### config.mk
export PLATFORM = sky130hd
export DESIGN_NAME = text_line_fetcher
export DESIGN_NICKNAME = d
export VERILOG_FILES = /design/src/rtl/text_disp_pkg.sv /design/src/rtl/ASCIItoGlyphAddress.sv /design/src/rtl/text_line_fetcher.sv
export SDC_FILE = /design/constraint.sdc
export NUM_CORES = 1
export LEC_CHECK = 0
export ABC_AREA = 1
export CAP_MARGIN = 30
export CORE_ASPECT_RATIO = 0.9
export CORE_UTILIZATION = 53
export DETAILED_ROUTE_END_ITERATION = 16
export DONT_BUFFER_PORTS = 1
export PLACE_DENSITY_LB_ADDON = 0.2
export SLEW_MARGIN = 20
export SYNTH_ARGS = -nofsm -noshare
export SYNTH_HDL_FRONTEND = slang
export SYNTH_SLANG_ARGS = --single-unit
### constraint.sdc
create_clock -name Clk -period 2.2 [get_ports Clk]
set_input_delay 0.33 -clock Clk [delete_from_list [all_inputs] [get_ports Clk]]
set_output_delay 0.33 -clock Clk [all_outputs]
set_load 0.005 [all_outputs]
### src/rtl/text_disp_pkg.sv
// Shared state encoding and glyph geometry for the text display path.
package text_disp_pkg;

    typedef enum logic [1:0] {
        IDLE = 2'd0,
        RUN  = 2'd1,
        DONE = 2'd2
    } state_e;

    localparam int GLYPH_H  = 8;
    localparam int GLYPH_W  = 8;
    localparam int GLYPH_AW = 13;

endpackage

### src/rtl/ASCIItoGlyphAddress.sv
// Maps a character code and glyph row pair to a glyph ROM word address.
module ASCIItoGlyphAddress
    import text_disp_pkg::*;
(
    input  logic [7:0]          char_i,
    input  logic [1:0]          row_pair_i,
    output logic [GLYPH_AW-1:0] glyph_addr_o
);

    // Each character owns four ROM words; each word packs two glyph rows.
    assign glyph_addr_o = {{(GLYPH_AW-10){1'b0}}, char_i, 2'b00}
                        + {{(GLYPH_AW-2){1'b0}}, row_pair_i};

endmodule

### src/rtl/text_line_fetcher.sv
// Per-scanline text fetcher: text RAM -> glyph ROM -> MSB-first pixel serialiser,
// prefetching one character ahead of the shifter.
module text_line_fetcher
    import text_disp_pkg::*;
#(
    parameter int COLS    = 80,
    parameter int ROWS    = 60,
    parameter int TEXT_AW = 13
) (
    input  logic                Clk,
    input  logic                Reset_n,
    input  logic                LineStart,
    input  logic [8:0]          LineNumber,
    input  logic                PixelEn,
    output logic                TextRdEn,
    output logic [TEXT_AW-1:0]  TextAddr,
    input  logic [7:0]          TextData,
    output logic                GlyphRdEn,
    output logic [GLYPH_AW-1:0] GlyphAddr,
    input  logic [15:0]         GlyphData,
    output logic                Pixel,
    output logic                PixelValid,
    output logic                Busy,
    output logic                Underrun,
    output state_e              DbgState
);

    localparam int COL_W = $clog2(COLS + 1);
    localparam int PIX_W = $clog2(COLS * GLYPH_W + 1);
    localparam logic [COL_W-1:0] COL_END   = COL_W'(COLS);
    localparam logic [PIX_W-1:0] PIX_END   = PIX_W'(COLS * GLYPH_W);
    localparam logic [8:0]       LINE_END  = 9'(ROWS * GLYPH_H);
    localparam logic [3:0]       BITS_LOAD = 4'(GLYPH_W - 1);

    state_e               state_q, state_d;
    logic [TEXT_AW-1:0]   row_base_q, row_base_d;
    logic [2:0]           glyph_line_q, glyph_line_d;
    logic [COL_W-1:0]     fetch_col_q, fetch_col_d;
    logic [PIX_W-1:0]     pix_cnt_q, pix_cnt_d;
    logic                 text_pend_q, text_pend_d;
    logic [7:0]           char_q, char_d;
    logic                 char_vld_q, char_vld_d;
    logic                 glyph_pend_q, glyph_pend_d;
    logic [7:0]           next_byte_q, next_byte_d;
    logic                 next_valid_q, next_valid_d;
    logic [7:0]           shift_q, shift_d;
    logic [3:0]           bit_cnt_q, bit_cnt_d;
    logic                 pixel_q, pixel_d;
    logic                 pixel_valid_q, pixel_valid_d;
    logic                 underrun_q, underrun_d;
    logic [TEXT_AW-1:0]   text_addr_q;
    logic [GLYPH_AW-1:0]  glyph_addr_q;
    logic [GLYPH_AW-1:0]  glyph_addr_c;
    logic [TEXT_AW-1:0]   row_base_calc;
    logic                 run, in_flight, load, line_ok;

    ASCIItoGlyphAddress u_glyph_addr (
        .char_i       (char_q),
        .row_pair_i   (glyph_line_q[2:1]),
        .glyph_addr_o (glyph_addr_c)
    );

    assign row_base_calc = TEXT_AW'(LineNumber >> $clog2(GLYPH_H)) * TEXT_AW'(COLS);
    assign line_ok       = (LineNumber < LINE_END);

    // Read strobes are single-cycle; data returns one cycle later. Addresses hold when idle.
    assign TextAddr  = TextRdEn  ? (row_base_q + TEXT_AW'(fetch_col_q)) : text_addr_q;
    assign GlyphAddr = GlyphRdEn ? glyph_addr_c : glyph_addr_q;

    always_comb begin
        state_d       = state_q;
        row_base_d    = row_base_q;
        glyph_line_d  = glyph_line_q;
        fetch_col_d   = fetch_col_q;
        pix_cnt_d     = pix_cnt_q;
        char_d        = char_q;
        next_byte_d   = next_byte_q;
        next_valid_d  = next_valid_q;
        shift_d       = shift_q;
        bit_cnt_d     = bit_cnt_q;
        underrun_d    = underrun_q;
        pixel_d       = 1'b0;
        pixel_valid_d = 1'b0;

        run       = (state_q == RUN);
        in_flight = text_pend_q | char_vld_q | glyph_pend_q;
        load      = run && PixelEn && (bit_cnt_q == 4'd0) && next_valid_q;

        // A load frees the prefetch slot, so the next fetch may issue in the same cycle.
        TextRdEn  = !LineStart && run && (fetch_col_q < COL_END)
                    && (!next_valid_q || load) && !in_flight;
        GlyphRdEn = !LineStart && char_vld_q;

        text_pend_d  = TextRdEn;
        char_vld_d   = !LineStart && text_pend_q;
        glyph_pend_d = GlyphRdEn;

        if (TextRdEn)    fetch_col_d = fetch_col_q + 1'b1;
        if (text_pend_q) char_d = TextData;
        if (glyph_pend_q) begin
            next_byte_d  = glyph_line_q[0] ? GlyphData[7:0] : GlyphData[15:8];
            next_valid_d = 1'b1;
        end

        case (state_q)
            RUN: begin
                if (PixelEn) begin
                    pixel_valid_d = 1'b1;
                    pix_cnt_d     = pix_cnt_q + 1'b1;
                    if (load) begin
                        // Bit count holds the bits left after this cycle's pixel.
                        pixel_d      = next_byte_q[7];
                        shift_d      = {next_byte_q[6:0], 1'b0};
                        bit_cnt_d    = BITS_LOAD;
                        next_valid_d = 1'b0;
                    end else if (bit_cnt_q != 4'd0) begin
                        pixel_d   = shift_q[7];
                        shift_d   = {shift_q[6:0], 1'b0};
                        bit_cnt_d = bit_cnt_q - 1'b1;
                    end else begin
                        underrun_d = 1'b1;
                    end
                    if (pix_cnt_d == PIX_END) state_d = DONE;
                end
            end
            DONE:    state_d = IDLE;
            default: ;
        endcase

        // LineStart overrides everything and discards any in-flight reads.
        if (LineStart) begin
            state_d       = line_ok ? RUN : IDLE;
            row_base_d    = row_base_calc;
            glyph_line_d  = LineNumber[2:0];
            fetch_col_d   = '0;
            pix_cnt_d     = '0;
            text_pend_d   = 1'b0;
            char_vld_d    = 1'b0;
            glyph_pend_d  = 1'b0;
            next_valid_d  = 1'b0;
            bit_cnt_d     = '0;
            underrun_d    = 1'b0;
            pixel_d       = 1'b0;
            pixel_valid_d = 1'b0;
        end
    end

    always_ff @(posedge Clk or negedge Reset_n) begin
        if (!Reset_n) begin
            state_q       <= IDLE;
            row_base_q    <= '0;
            glyph_line_q  <= '0;
            fetch_col_q   <= '0;
            pix_cnt_q     <= '0;
            text_pend_q   <= 1'b0;
            char_q        <= '0;
            char_vld_q    <= 1'b0;
            glyph_pend_q  <= 1'b0;
            next_byte_q   <= '0;
            next_valid_q  <= 1'b0;
            shift_q       <= '0;
            bit_cnt_q     <= '0;
            pixel_q       <= 1'b0;
            pixel_valid_q <= 1'b0;
            underrun_q    <= 1'b0;
            text_addr_q   <= '0;
            glyph_addr_q  <= '0;
        end else begin
            state_q       <= state_d;
            row_base_q    <= row_base_d;
            glyph_line_q  <= glyph_line_d;
            fetch_col_q   <= fetch_col_d;
            pix_cnt_q     <= pix_cnt_d;
            text_pend_q   <= text_pend_d;
            char_q        <= char_d;
            char_vld_q    <= char_vld_d;
            glyph_pend_q  <= glyph_pend_d;
            next_byte_q   <= next_byte_d;
            next_valid_q  <= next_valid_d;
            shift_q       <= shift_d;
            bit_cnt_q     <= bit_cnt_d;
            pixel_q       <= pixel_d;
            pixel_valid_q <= pixel_valid_d;
            underrun_q    <= underrun_d;
            text_addr_q   <= TextAddr;
            glyph_addr_q  <= GlyphAddr;
        end
    end

    assign Pixel      = pixel_q;
    assign PixelValid = pixel_valid_q;
    assign Busy       = run;
    assign Underrun   = underrun_q;
    assign DbgState   = state_q;

endmodule

==> results of run 1 <==
-- synthesized netlist by cell type (3+ instances only) --
cell	n
nor2_1	36
o21ai_1	8
xor2_1	7
nand2_1	127
nand3_1	19
o21ai_0	56
nor3_1	3
buf_2	5
inv_1	52
clkbuf_1	5
ha_1	15
o22ai_1	12
a21oi_1	19
dfrtp_1	91
xnor2_1	3
inv_2	7
-- cell usage in the layout (no fill, tap or decap), types with 3 or more instances in the layout --
| cell type | n |
|---|---|
| nand2_1 | 113 |
| dfrtp_1 | 90 |
| o21ai_0 | 51 |
| inv_1 | 49 |
| nor2_1 | 34 |
| buf_4 | 23 |
| a21oi_1 | 17 |
| nand3_1 | 17 |
| ha_1 | 13 |
| o22ai_1 | 12 |
| inv_2 | 9 |
| clkbuf_8 | 9 |
| nand2_4 | 8 |
| nand2_2 | 8 |
| xor2_1 | 7 |
| o21ai_4 | 5 |
| o21ai_2 | 5 |
| nor2_2 | 4 |
| o21ai_1 | 4 |
| inv_6 | 4 |
| a21oi_2 | 3 |
| nor3_2 | 3 |
| nand3_2 | 3 |
| buf_6 | 3 |
-- area by class of cell --
type	instances	area (sq um)
fillers	634	2715
flip-flops and latches	91	2278
multi-input cells	328	1922
inverters	61	241.5
repair buffers	28	231.5
clock buffers	9	123.9
well taps	96	120.1
clock inverters	7	62.56
-- power groups by stage --
stage                     clock network (mW)  registers, mW  logic (mW)
after CTS                               1.12           2.26       0.827
after global routing                    1.18           2.32        1.08
after detailed placement                   0           2.29       0.773
final                                   1.09           2.27       0.936
after floorplan                            0           2.24       0.615
after global placement                     0           2.27       0.742
-- final timing paths --
kind	from	to	slack [ns]	cells past startpoint
setup / recovery	row_base_q[4]	TextAddr[12]	-0.10	9
hold / removal	Reset_n	fetch_col_q[1]	-0.34	0
setup reg to reg	bit_cnt_q[0]	fetch_col_q[4]	0.34	9
hold reg to reg	text_addr_q[10]	text_addr_q[10]	0.49	2
max in group asynchronous	Reset_n	pix_cnt_q[5]	2.38	0
min in group Clk	LineStart	Underrun	0.02	1
-- layer usage --
layer	vias to the layer above	GRT usage
li1	1643	-
met1	1555	0.2873
met2	85	0.3431
met3	11	0.06100
met4	0	0.07734
met5	-	0
-- critical path: cells and delay by family (launching register included) --
family / cells / cell delay [ns]
XOR/XNOR: 1 / 0.17
AO/OA/AOI/OAI: 2 / 0.24
adder cells (fa/ha/maj): 2 / 0.56
flip-flops: 1 / 0.40
AND/OR/NAND/NOR: 4 / 0.24
-- what timing repair did --
item | 4_1_cts | 5_1_grt
hold endpoints to repair | 91 | 92
endpoints found under the setup margin | 13 | 13
pin swaps | 12 | 14
buffers inserted | 7 | 7
gates resized for setup | 21 | 45
gates cloned | 1 | 0
-- metrics by stage --
step	instances	utilization	TNS [ns]
after floorplan	492	-	0
after global placement	588	0.5759	0
after detailed placement	588	0.5759	0
after CTS	612	0.6167	-0.2562
after global routing	620	0.6472	-0.9490
final	620	0.6472	-0.1200
-- cells by family after synthesis --
group / share of synthesized area
buf+inv: 0.06980
fa+ha+maj: 0.05315
xor+xnor: 0.02045
simple gates: 0.1945
compound gates: 0.1306
flops: 0.5315
-- sequential cells by signal, summed over array words and instances, names as in the netlist --
name / cells
row_base_q: 9
next_byte_q: 8
shift_q: 7
bit_cnt_q: 4
PixelValid: 1
char_vld_q: 1
next_valid_q: 1
DbgState: 2
glyph_pend_q: 1
pix_cnt_q: 10
Pixel: 1
glyph_addr_q: 13
Underrun: 1
char_q: 8
glyph_line_q: 3
text_pend_q: 1
fetch_col_q: 7
text_addr_q: 13
==> results.cfg, run 1 <==
[run_status]
status = finished with violations
failed_checks = hold timing, setup timing

[placement]
gp_congestion = 0.8079
post-dp-hpwl_mm = 5.822
io_buffers = 0
place_area_sq_mm = 0.004432
dpl_worst_slack_ns = 0.06408

[synth]
synth_area_sq_mm = 0.004284
synth.area.top_cells = dfrtp_1 53%, nand2_1 11%, o21ai_0 6.5%
async_flop_share = 1.000
synthCells = 492
ys.warnings.count = 0
avgSynthCellArea_sq_um = 8.708
ys_ff_latch = 91
synth_top_area_frac = 0.5315
synth_cell_type_count = 36
synth_top_area_cell = dfrtp_1
ys_seq_area_frac = 0.5315
synth_flop_cell = dfrtp_1
synth_edf_count = 0
syn-num-nets = 546

[timing]
hold_slack_ns = -0.3445
fin_crit_sh = 1.047
hold_viol_final = 91
period_minus_slack_ns = 2.303
worst_slew_pin_slew_ns = 0.4857
drv_slew = 0
finalClockSkew_ns = 0.01032
setup_viol = 4
fmax_ghz = 0.4341
timing.final.ws_setup_ns = -0.1034
rsz0062_at_grt = yes
slew_headroom = 0.6758

[min_path]
min_path_type = input port to asynchronous set/reset pin

[worst_setup_path]
crit_slowest_cell = dfrtp_1
arrival_ns = 1.97
start_kind = flop
slowest_delay_ns = 0.40
cp_max_fo = 2
worstSetupPathType = flop to output pin
end_kind = output pin
crit_path_cell_trace = ha_2 -> fa_2 -> a21oi_2 -> nor2_2 -> nand3_2 -> nor2_1 -> nand2_1 -> xor2_1 -> o21ai_2
critPathRequiredTime_ns = 1.87

[power_and_ir_drop]
p_sw_frac = 0.3260
total_power_mw = 4.295
p_int_mw = 2.894
peakVddDrop_uv = 517.7
p_comb_frac = 0.218
pwr-share-seq = 0.529
clockPowerShare = 0.253
p_per_area_mw_per_mm2 = 862.4
power_leakage_nw = 2.363
power.switching_mw = 1.400

[cells_and_area]
fin_area_sq_mm = 0.004980
syn2layout_area_growth_pct = 16.24
antenna_cells = 0
drive_gt1_frac = 0.1947
nets = 573

[clocking]
clock_path_buffers = 2
cts.sinks = 91
htree_levels = 3
clock_latency_ns = 0.36
cts_root_buffer = clkbuf_8
cts_made_buffers = 9
clk_pin_slew_ns = 0.09
cts_tree = done

[route]
wl_met1_mm = 4.132
routed_wl_mm = 8.770
wl_met2_mm = 4.047
vias = 3294
drt-vias-per-instance = 5.313
ant_nets = 0
highest_layer = met4
drtIter0Drc = 121
detail_route.first_pass.iterations = 4
dr_wl_met3_um = 461
route.detailed.wl_per_inst_um = 14.15
drcViolationCount = 0

[floorplanning]
placementRows = 30
io_pins = 71
chipHeight_um = 87.30
die_w_um = 96.77
core-area_sq_mm = 0.007695
start_util = 0.5567
dieArea_sq_mm = 0.008448

[grt]
grt_usage = 0.2163
grt_pass1_wl_mm = 14.48
grt-ovfl-total = 0
grt_pass1_vias = 3162
grt_start_max_net_pins = 92
antenna_found_initial = 0

[flow_run]
cap_violations = 0
Note: power is estimated with default switching activity, not from simulation.
==> run 2, diff against run 1 <==
- ABC_AREA: 1 -> default
==> run 2 against run 1 <==
Compared with the run above: the flow still finishes with violations (hold timing, setup timing); hold slack got worse by 0.0041 ns; sequential power grew 2%; count of clock-buffer cells in the layout up 1; largest cell class unchanged; largest power group unchanged.
==> results.cfg, run 2 <==
[timing]
drv_slew = 0
setup_viol = 14
slew_headroom = 0.7072
finalClockSkew_ns = 0.009907
worst_slew_pin_slew_ns = 0.4391
fmax_ghz = 0.3837
fin_crit_sh = 1.185
timing.final.ws_setup_ns = -0.4060
hold_slack_ns = -0.3485
period_minus_slack_ns = 2.606
rsz0062_at_grt = yes
hold_viol_final = 91

[placement]
io_buffers = 0
gp_congestion = 0.7801
place_area_sq_mm = 0.004493
post-dp-hpwl_mm = 5.411

[clocking]
clock_path_buffers = 2
htree_levels = 3
cts_root_buffer = clkbuf_8
cts_made_buffers = 9
cts.sinks = 91
clock_latency_ns = 0.36
clk_pin_slew_ns = 0.09
cts_tree = done

[route]
drt-vias-per-instance = 5.713
drcViolationCount = 0
ant_nets = 0
detail_route.first_pass.iterations = 4
drtIter0Drc = 91
vias = 2782
routed_wl_mm = 8.183
route.detailed.wl_per_inst_um = 16.80

[grt]
grt-ovfl-total = 0
grt_pass1_vias = 2925
antenna_found_initial = 0
grt_start_max_net_pins = 92
grt_pass1_wl_mm = 13.79
grt_usage = 0.2075

[power_and_ir_drop]
p_sw_frac = 0.2957
clockPowerShare = 0.263
power.switching_mw = 1.446
power_leakage_nw = 2.135
peakVddDrop_uv = 662.6
p_int_mw = 3.443
p_comb_frac = 0.265
p_per_area_mw_per_mm2 = 1000
pwr-share-seq = 0.472

[worst_setup_path]
cp_max_fo = 8
end_kind = output pin
critPathRequiredTime_ns = 1.87
arrival_ns = 2.28
start_kind = flop
worstSetupPathType = flop to output pin

[cells_and_area]
reg.largest.list = glyph_addr_q (13), text_addr_q (13), pix_cnt_q (10)
fin_area_sq_mm = 0.004888
fin_util = 0.6384
mostFrequentLayoutCells = 91 x dfrtp_1, 35 x mux2_2, 25 x nor2_1
final_common_cell = dfrtp_1
nets = 440
antenna_cells = 0
drive_gt1_frac = 0.2558
syn2layout_area_growth_pct = 14.51
multi_input_area_sq_mm = 0.001974
seq_area_sq_mm = 0.002277
fillers = 621

[flow_run]
cap_violations = 0

[floorplanning]
die_w_um = 96.61
io_pins = 71
chipHeight_um = 87.15
core-area_sq_mm = 0.007657
placementRows = 30
start_util = 0.5575
dieArea_sq_mm = 0.008419

[min_path]
min_path_type = input port to asynchronous set/reset pin

[synth]
async_flop_share = 1.000
synth_top_area_cell = dfrtp_1
synth-simple-area-share = 0.1117
ys_ff_latch = 91
ys_seq_area_frac = 0.5334
synthXorXnorAreaFrac = 0.04103
yosysMostFrequentCell = dfrtp_1
synthCells = 366
synth_area_sq_mm = 0.004269
synth_top_family_by_area = multiplexers
ys.warnings.count = 0
synth_top_area_frac = 0.5334
synth.area.top_cells = dfrtp_1 53%, mux2_2 9.5%, ha_1 4.4%
syn-num-nets = 420
synth_edf_count = 0
synth_flop_cell = dfrtp_1
yosys.area_share.adder = 0.05334
synth-compound-area-share = 0.1011
synth.mux.area_fraction = 0.1301
synth_cell_type_count = 50
ys_top_cells_by_count = 91 x dfrtp_1, 36 x mux2_2, 25 x nor2_1
avgSynthCellArea_sq_um = 11.66

[run_status]
failed_checks = hold timing, setup timing
status = finished with violations
## run 2: worst max-delay path, stage by stage, from the launching register on
cell and delay [ns]:
dfrtp_1 0.40, inv_2 0.09, ha_4 0.12, or3b_4 0.37, o21a_4 0.20, or2_4 0.24, buf_12 0.15, clkinv_8 0.04
mux2_4 0.30
## run 2: through the flow
step | hold WS, ns | setup WS [ns] | power (mW) | std cells | TNS (ns)
6_report | -0.3485 | -0.4060 | 4.889 | 487 | -4.866
5_1_grt | -0.3672 | -0.4780 | 5.179 | 487 | -5.910
4_1_cts | -0.3528 | -0.4034 | 4.869 | 485 | -4.785
3_5_place_dp | 0.03800 | -0.04520 | 3.460 | 464 | -0.08536
3_3_place_gp | 0.03802 | -0.005247 | 3.399 | 464 | -0.005247
2_1_floorplan | 0.03441 | -0.07338 | 3.181 | 366 | -0.1130
## run 2: final timing paths
kind	start	to	slack, ns	cells past startpoint
worst max-delay path	bit_cnt_q[0]	TextAddr[10]	-0.41	8
worst min-delay path	Reset_n	pix_cnt_q[5]	-0.35	0
worst max register to register	bit_cnt_q[0]	shift_q[7]	0.13	8
worst min register to register	shift_q[5]	shift_q[5]	0.49	2
max in group asynchronous	Reset_n	bit_cnt_q[2]	2.42	0
min in group Clk	LineStart	Underrun	0.03	1
## run 2: per-layer routing
| metal | global-route usage | share of wire |
|---|---|---|
| met1 | 0.2590 | 0.44 |
| met4 | 0.06920 | 0.013 |
| met5 | 0 | 0 |
| met2 | 0.3553 | 0.50 |
| met3 | 0.05457 | 0.053 |
## run 2: power groups by stage
stage	clock network (mW)	logic (mW)	registers [mW]
detailed placement	0	1.12	2.34
finish	1.29	1.30	2.31
CTS	1.31	1.25	2.31
floorplan	0	0.916	2.26
global route	1.37	1.45	2.36
global placement	0	1.08	2.32
## run 2: area by class of cell
cell class              instances  share of cell area
well taps                      96             0.02457
clock buffers                  10             0.02815
repair buffers                 28             0.04965
clock inverters                 6             0.01920
inverters                       8            0.008702
multi-input cells             248              0.4039
flip-flops and latches         91              0.4658
## run 2: kinds of logic (layout without fill, tap and decap cells)
logic type	Yosys count	in the layout
xor gates and xnor gates	20	20
and+or+nand+nor	93	93
adders and majority gates	17	17
AOI/OAI and AO/OA	67	67
buffers and inverters	27	52
muxes	51	51
DFF	91	91
## run 2: repair_timing
| action | CTS | global route |
|---|---|---|
| setup buffers | 5 | 3 |
| resized for setup | 20 | 7 |
| setup endpoints to repair | 14 | 16 |
| endpoints found under the hold margin | 91 | 91 |
| pin swaps | 1 | 2 |
==> run 3, diff against run 2 <==
- SYNTH_HIERARCHICAL: default -> 1
==> run 3 against run 2 <==
Compared with the run above: the flow still finishes with violations (hold timing, setup timing); utilization grew 0.46 points; routed wire length increased by 1.4%; die area increased by 1.9%; synthesized cell count is 11% higher.
==> results.cfg, run 3 <==
[run_status]
status = finished with violations
failed_checks = hold timing, setup timing

[synth]
ys_top_cells_by_count = 91 x dfrtp_1, 54 x nand2_1, 35 x nor2_1
synth.area.top_cells = dfrtp_1 52%, mux2_2 8.0%, nand2_1 4.7%
yosysMostFrequentCell = dfrtp_1
async_flop_share = 1.000
synthCells = 406
synth_cell_type_count = 49
synth_top_area_cell = dfrtp_1
synth_edf_count = 0
ys_seq_area_frac = 0.5233
ys_ff_latch = 91
avgSynthCellArea_sq_um = 10.72
synth_flop_cell = dfrtp_1
ys.warnings.count = 6
synth_top_area_frac = 0.5233
synth_area_sq_mm = 0.004352

[worst_setup_path]
cp_top_family = simple AND/OR/NAND/NOR gates
arrival_ns = 2.07
crit_path_cell_trace = inv_2 -> ha_1 -> or3b_4 -> o21ai_4 -> buf_12 -> nand2_8 -> buf_8 -> nand2_2 -> o21ai_2
crit_slowest_cell = dfrtp_1
crit_buf_inv = 3
end_kind = output pin
cp_max_fo = 6
slowest_delay_ns = 0.40
start_kind = flop
worstSetupPathType = flop to output pin
critPathRequiredTime_ns = 1.87

[grt]
grt_pass1_vias = 2868
antenna_found_initial = 0
grt_start_max_net_pins = 92
grt-ovfl-total = 0
grt_pass1_wl_mm = 13.80
grt_usage = 0.2047

[route]
vias = 2895
routed_wl_mm = 8.300
drcViolationCount = 0
detail_route.first_pass.iterations = 4
ant_nets = 0
drt-vias-per-instance = 5.589
drtIter0Drc = 49
route.detailed.wl_per_inst_um = 16.02

[clocking]
clk_pin_slew_ns = 0.09
clock_path_buffers = 2
htree_levels = 3
cts_root_buffer = clkbuf_8
cts_tree = done
clock_latency_ns = 0.36
cts_made_buffers = 9
cts.sinks = 91

[cells_and_area]
nets = 471
reg.largest.list = glyph_addr_q (13), text_addr_q (13), pix_cnt_q (10)
fin_area_sq_mm = 0.004972
antenna_cells = 0
final_common_cell = dfrtp_1
mostFrequentLayoutCells = 91 x dfrtp_1, 35 x nor2_1, 32 x nand2_1
drive_gt1_frac = 0.2844
syn2layout_area_growth_pct = 14.26

[timing]
fin_crit_sh = 1.092
drv_slew = 0
finalClockSkew_ns = 0.009912
fmax_ghz = 0.4162
timing.final.ws_setup_ns = -0.2029
period_minus_slack_ns = 2.403
hold_viol_final = 91
setup_viol = 15
rsz0062_at_grt = yes
hold_slack_ns = -0.3429

[placement]
gp_congestion = 0.7727
place_area_sq_mm = 0.004395
io_buffers = 0
dpl_worst_slack_ns = 0.02808
post-dp-hpwl_mm = 5.238

[floorplanning]
dieArea_sq_mm = 0.008578
die_w_um = 97.52
chipHeight_um = 87.97
core-area_sq_mm = 0.007732
placementRows = 30
start_util = 0.5628
io_pins = 71

[power_and_ir_drop]
p_per_area_mw_per_mm2 = 942.3
total_power_mw = 4.685
peakVddDrop_uv = 600.2
power_leakage_nw = 2.237

[min_path]
min_path_type = input port to asynchronous set/reset pin

[flow_run]
cap_violations = 0
-- run 3: changes by cell type in the layout (fill, tap and decap cells not counted), moves of 4 or more --
cell      change
nand2_2      +19
nand2_1      +17
nor2_1       +10
mux2i_1       -7
o21ai_1       -7
a211oi_1      -5
a31oi_1       +5
xor2_1        +5
a21oi_1       +4
mux2_2        -4
-- run 3: report_power, final --
part / switching (mW) / internal (mW) / leakage, nW / total, mW
Clock: 0.620 / 0.435 / 0.0902 / 1.06
Combinational: 0.638 / 0.649 / 1.02 / 1.29
Sequential: 0.246 / 2.10 / 1.13 / 2.34
Total: 1.50 / 3.18 / 2.24 / 4.69
-- run 3: area by class of cell --
type / count / area [sq um]
clock buffers: 10 / 127.6
clock inverters: 6 / 53.80
fillers: 605 / 2760
inverters: 7 / 33.78
multi-input cells: 279 / 2108
flip-flops and latches: 91 / 2277
well taps: 96 / 120.1
repair buffers: 28 / 245.2
repair inverters: 1 / 6.256
-- run 3: what timing repair did --
item	4_1_cts	5_1_grt
endpoints found under the hold margin	91	91
endpoints found under the setup margin	14	15
setup buffers	10	4
resized for setup	54	20
pin swaps	12	5
cloned	3	0
-- run 3: final timing paths --
check | from | end | slack [ns] | cells after the start
max | bit_cnt_q[0] | TextAddr[9] | -0.20 | 9
min | Reset_n | pix_cnt_q[7] | -0.34 | 0
max reg2reg | bit_cnt_q[0] | fetch_col_q[5] | -0.08 | 10
min reg2reg | text_addr_q[3] | text_addr_q[3] | 0.48 | 2
max in group asynchronous | Reset_n | fetch_col_q[3] | 2.42 | 0
min in group Clk | LineStart | char_vld_q | 0.02 | 1
-- run 3: layer usage --
layer | up-vias | routed length (um) | GRT usage
li1 | 1407 | - | -
met1 | 1405 | 3755 | 0.2583
met2 | 73 | 3913 | 0.3344
met3 | 10 | 518 | 0.06943
met4 | 0 | 112 | 0.07086
met5 | - | 0 | 0
-- run 3: kinds of logic after synthesis --
kind of cell | count (synthesis) | synth area share
XOR/XNOR | 23 | 0.04629
multiplexers | 39 | 0.09862
other | 1 | 0.0008617
buffers and inverters | 40 | 0.04945
flip-flops | 91 | 0.5233
AO/OA/AOI/OAI | 61 | 0.08770
AND/OR/NAND/NOR | 134 | 0.1415
adder cells (fa/ha/maj) | 17 | 0.05233
-- run 3: stage by stage --
step	utilization	setup TNS, ns	cells
2_1_floorplan	-	0	408
3_3_place_gp	0.5684	0	485
3_5_place_dp	0.5684	0	485
4_1_cts	0.6285	-1.968	514
5_1_grt	0.6430	-3.764	518
6_report	0.6430	-2.404	518
